**config.mk**
```make
export PLATFORM = sky130hd
export DESIGN_NAME = dmem_arbiter
export DESIGN_NICKNAME = d
export VERILOG_FILES = /design/src/rtl/dmem_arbiter.sv
export SDC_FILE = /design/constraint.sdc
export NUM_CORES = 1
export LEC_CHECK = 0
export CORE_AREA = 3 3 121 123
export DETAILED_ROUTE_END_ITERATION = 8
export DIE_AREA = 0 0 124 126
export PLACE_DENSITY = 0.6
export SYNTH_ARGS = -nofsm -noshare
export SYNTH_HDL_FRONTEND = slang
export SYNTH_SLANG_ARGS = --single-unit
```
**constraint.sdc**
```tcl
create_clock -name clk_i -period 2.15 [get_ports clk_i]
set_input_delay 0.43 -clock clk_i [delete_from_list [all_inputs] [get_ports clk_i]]
set_output_delay 0.43 -clock clk_i [all_outputs]
set_load 0.1 [all_outputs]
```
**src/rtl/dmem_arbiter.sv**
```systemverilog
// Two-port arbiter in front of a single-port data memory: port 0 (core LSU) has fixed
// priority, port 1 is guaranteed a grant after STARVE_LIMIT refused cycles.
module dmem_arbiter #(
    parameter int DATA_WIDTH   = 32,
    parameter int ADDR_WIDTH   = 32,
    parameter int STARVE_LIMIT = 4,
    localparam int MASK_SIZE   = DATA_WIDTH / 8
) (
    input  logic                  clk_i,
    input  logic                  arst_n_i,

    input  logic                  m0_req_i,
    input  logic                  m0_we_i,
    input  logic [ADDR_WIDTH-1:0] m0_addr_i,
    input  logic [DATA_WIDTH-1:0] m0_wdata_i,
    input  logic [MASK_SIZE-1:0]  m0_mask_i,
    output logic                  m0_gnt_o,
    output logic                  m0_rvalid_o,
    output logic [DATA_WIDTH-1:0] m0_rdata_o,

    input  logic                  m1_req_i,
    input  logic                  m1_we_i,
    input  logic [ADDR_WIDTH-1:0] m1_addr_i,
    input  logic [DATA_WIDTH-1:0] m1_wdata_i,
    input  logic [MASK_SIZE-1:0]  m1_mask_i,
    output logic                  m1_gnt_o,
    output logic                  m1_rvalid_o,
    output logic [DATA_WIDTH-1:0] m1_rdata_o,

    output logic                  mem_en_o,
    output logic                  mem_we_o,
    output logic [ADDR_WIDTH-1:0] mem_addr_o,
    output logic [DATA_WIDTH-1:0] mem_wdata_o,
    output logic [MASK_SIZE-1:0]  mem_mask_o,
    input  logic [DATA_WIDTH-1:0] mem_rdata_i,

    output logic                  core_stall_o
);

    localparam logic [3:0] LIMIT = 4'(STARVE_LIMIT);

    logic [3:0] starve_cnt_q, starve_cnt_d;
    logic       rsp_valid_q, rsp_valid_d;
    logic       rsp_port_q, rsp_port_d;
    logic       rsp_we_q, rsp_we_d;
    logic       starved;

    // Grants and every memory-side output are gated by reset so nothing leaks while held.
    always_comb begin
        starved      = (starve_cnt_q == LIMIT);
        m1_gnt_o     = arst_n_i & m1_req_i & (starved | ~m0_req_i);
        m0_gnt_o     = arst_n_i & m0_req_i & ~m1_gnt_o;
        core_stall_o = arst_n_i & m0_req_i & ~m0_gnt_o;
    end

    always_comb begin
        mem_en_o    = m0_gnt_o | m1_gnt_o;
        mem_we_o    = 1'b0;
        mem_addr_o  = '0;
        mem_wdata_o = '0;
        mem_mask_o  = '0;
        if (m0_gnt_o) begin
            mem_we_o    = m0_we_i;
            mem_addr_o  = m0_addr_i;
            mem_wdata_o = m0_wdata_i;
            mem_mask_o  = m0_mask_i;
        end else if (m1_gnt_o) begin
            mem_we_o    = m1_we_i;
            mem_addr_o  = m1_addr_i;
            mem_wdata_o = m1_wdata_i;
            mem_mask_o  = m1_mask_i;
        end
    end

    always_comb begin
        if (!m1_req_i || m1_gnt_o) begin
            starve_cnt_d = '0;
        end else if (starved) begin
            starve_cnt_d = LIMIT;
        end else begin
            starve_cnt_d = starve_cnt_q + 4'd1;
        end
        rsp_valid_d = mem_en_o;
        rsp_port_d  = m1_gnt_o;
        rsp_we_d    = mem_we_o;
    end

    always_ff @(posedge clk_i or negedge arst_n_i) begin
        if (!arst_n_i) begin
            starve_cnt_q <= '0;
            rsp_valid_q  <= 1'b0;
            rsp_port_q   <= 1'b0;
            rsp_we_q     <= 1'b0;
        end else begin
            starve_cnt_q <= starve_cnt_d;
            rsp_valid_q  <= rsp_valid_d;
            rsp_port_q   <= rsp_port_d;
            rsp_we_q     <= rsp_we_d;
        end
    end

    // Write responses carry no data, so their rdata is forced to zero.
    always_comb begin
        m0_rvalid_o = arst_n_i & rsp_valid_q & ~rsp_port_q;
        m1_rvalid_o = arst_n_i & rsp_valid_q & rsp_port_q;
        m0_rdata_o  = (m0_rvalid_o && !rsp_we_q) ? mem_rdata_i : '0;
        m1_rdata_o  = (m1_rvalid_o && !rsp_we_q) ? mem_rdata_i : '0;
    end

endmodule

```
==> metrics.md <==
| Metric | Value |
|---|---|
| Share of cells above drive strength 1 | `0.6236` |
| Synth top area share | `0.3992` |
| Startpoint Class | `primary input` |
| Min cycle time layout | `between 2 and 2.5 ns` |
| Initial core utilization | `0.1099` |
| Crit Path Max Fanout | `19` |
| H-Tree Depth | `1` |
| Initial DRC Count | `58` |
| Peak supply drop | `~0.19 mV` |
| Die Ht | `between 100 and 150 um` |
| Worst-skew pair later-pin latency | `0.23 ns` |
| RePlAce Congestion | `roughly 0.82` |
| Max-slew violations | `0` |
| Max clock buf depth | `2` |
| Combinational family with the most area after synthesis | `compound AO/OA/AOI/OAI gates` |
| Hold Vio Cnt, Final | `0` |
| Synth Area in Compound Gates | `0.4380` |
| Area growth syn-to-layout | `388.8%` |
| Top cell type by total area after synthesis | `a22o_1` |
| Vias in the first global route | `roughly 3300` |
| HPWL Detailed | `about 11 mm` |
| Total track usage | `0.1661` |
| Total power density per cell area | `~340 nW/um^2` |
| GRT busiest layer | `met2` |
| Synth Area per Inst | `approximately 8 um^2` |
| FFs w/ async S/R, synth | `1.000` |
| Kind of critical path | `in -> out` |
| Xor and xnor fraction of the mapped netlist area | `0` |
| I/O Buffers | `approximately 310` |
| Req. time, crit path | `~1.7 ns` |
| Num CTS Buffers | `3` |
| Final setup viols | `71` |
| EDFF count, synth | `0` |
| PnR Total Power | `2531 uW` |
| Die area | `roughly 16000 um^2` |
| Status | `finished, violations left` |
| Final nets | `between 700 and 800` |
| Synth Warn # | `0` |
| Max Clock Freq | `just over 400 MHz` |
| Synthesized Nets | `365` |
| GR Util met3 | `0.05972` |
| Slew headroom | `0.8327` |
| Hold Crit Class | `in -> async` |
| DR pass1 iterations | `4` |
| Fillers | `~1200` |
| Diodes inserted | `0` |
| Reg clk slew, reported paths | `~0.030 ns` |
| Total routed wirelength | `approximately 14 mm` |
| Row count | `43` |
| Number of antenna violations at the first check in global routing | `1` |
| Worst-margin pin slew | `0.2486 ns` |
| Finished Core Util | `0.5373` |
| Simple-Gate Fraction of Synth Area | `0.3231` |
| Post-synth top cells | `69 x a22o_1, 64 x and2_1, 9 x clkbuf_1, 7 x buf_6, 7 x dfrtp_1` |
| Clk sinks | `7` |
| Number of vias per cell | `about 4.2` |
| Max Cap Violations | `0` |
| Drt drc | `0` |
| Fraction of the yosys area taken by sequential cells | `0.1157` |
| Setup Skew | `roughly 0.0014 ns` |
| CP Capture Type | `primary output` |
| Post-Synth Adder-Cell Area | `0.01653` |
| Final period util | `1.129` |
| Congestion Overflow GR | `0` |
| Total core area | `13770 um^2` |
| Yosys reg bits | `7` |
| Final WS setup | `-0.2772 ns` |
| Post-synthesis cell type count | `24` |
| I/O pin count | `~310` |
| Multi-input logic area | `1754 um^2` |
| Synthesized netlist cell count | `189` |
| FF-to-FF setup slack | `0.55 ns` |
| Leakage | `0.003131 uW` |
| Most common cell in the synthesized netlist | `a22o_1` |
| Vias | `between 2000 and 3000` |
| Pin count of the biggest net entering global routing | `33` |
| RSZ-0062 raised after global routing | `yes` |
| First-pass GRT wire length | `about 20 mm` |
| Top_reg_cell synth | `dfrtp_1` |
| WP data arrival | `roughly 2 ns` |
| Cell Area, Synth | `around 1500 um^2` |
| Post-DRT Antenna Nets | `0` |
| Flip-flop and latch area | `roughly 180 um^2` |
| Met1 GRT Util | `0.1569` |
| Top post-synthesis cells by area | `a22o_1 40%, and2_1 26%, dfrtp_1 12%, buf_6 5.2%, clkbuf_1 2.2%` |
| Failing checks | `setup timing` |
| TritonCTS clock tree | `done` |
| Global Route met2 Usage | `0.3385` |
| Mean routed wirelength per cell | `20.22 um` |
| Die width | `~120 um` |
| Mux cell area share after synthesis | `0.006612` |
| Clock root cell | `clkbuf_16` |
metrics by stage:
stage	hold slack (ns)	area, um^2	setup slack, ns	setup TNS [ns]	cells
2_1_floorplan	0.1344	1819	-0.2020	-12.57	189
3_3_place_gp	0.5242	6633	-0.3637	-35.37	681
3_5_place_dp	0.5493	6633	-0.3866	-39.07	681
4_1_cts	0.3257	7191	-0.3308	-21.71	700
5_1_grt	0.2567	7401	-0.3389	-22.21	706
6_report	0.2394	7401	-0.2772	-17.65	706
sequential cells by signal, summed over array words and instances (netlist names):
| register | count |
|---|---|
| starve_cnt_q | 4 |
| rsp_port_q | 1 |
| rsp_valid_q | 1 |
| rsp_we_q | 1 |
per-layer routing:
layer / part of all wire / up-vias
met3: 0.12 / 10
met4: 0.0095 / 2
met2: 0.57 / 195
met5: 0.00077 / -
li1: - / 1388
met1: 0.31 / 1387
final cells by class:
type / count / area share
timing repair buffer: 353 / 0.6957
multi-input combinational: 157 / 0.2370
tap: 180 / 0.03043
sequential: 7 / 0.02367
clock buffer: 4 / 0.01065
inverter: 5 / 0.002536
path summary, 6_finish.rpt:
check                                startpoint               to  cells after the start
worst max-delay path                   m0_req_i  mem_wdata_o[19]                      7
worst min-delay path                   arst_n_i      rsp_valid_q                      3
min in group clk_i              starve_cnt_q[0]  starve_cnt_q[0]                      2
max in group asynchronous              arst_n_i         rsp_we_q                      3
worst max register to register  starve_cnt_q[0]         rsp_we_q                      7
worst min register to register  starve_cnt_q[0]  starve_cnt_q[0]                      2
critical path, cell delays in order:
cell             delay, ns
clkdlybuf4s50_1       0.43
buf_6                 0.14
a211oi_4              0.29
buf_4                 0.17
buf_12                0.15
a22o_2                0.18
buf_12                0.17
report_power, final:
part           internal (uW)  total, uW  switching, uW
logic                    927       2070           1140
clock network            247        317           70.1
registers                139        146           6.73
cells by family (layout without fill, tap and decap cells):
family                     after synthesis  count (layout)
and+or+nand+nor                         79              79
AOI/OAI and AO/OA                       75              75
buffers and inverters                   25             362
DFF                                      7               7
adders and majority gates                2               2
muxes                                    1               1
layout by cell type (no fill, tap or decap), types with 2 or more instances in the layout:
cell	count
buf_4	16
dfrtp_1	7
and3_1	2
and2_4	12
nand3_1	2
and2_1	2
buf_12	146
buf_6	7
a22o_2	26
inv_1	3
inv_2	2
a211oi_4	2
buf_16	9
and2_2	50
a22o_4	43
clkdlybuf4s50_1	171
clkbuf_16	5
what timing repair did:
item,in CTS,in global routing
hold buffers,0,0
gates resized for setup,49,26
endpoints found under the hold margin,0,0
setup buffers,9,4
cloned,7,2
pin swaps,6,5
endpoints found under the setup margin,136,89
Power figures use the tool's default switching activity.
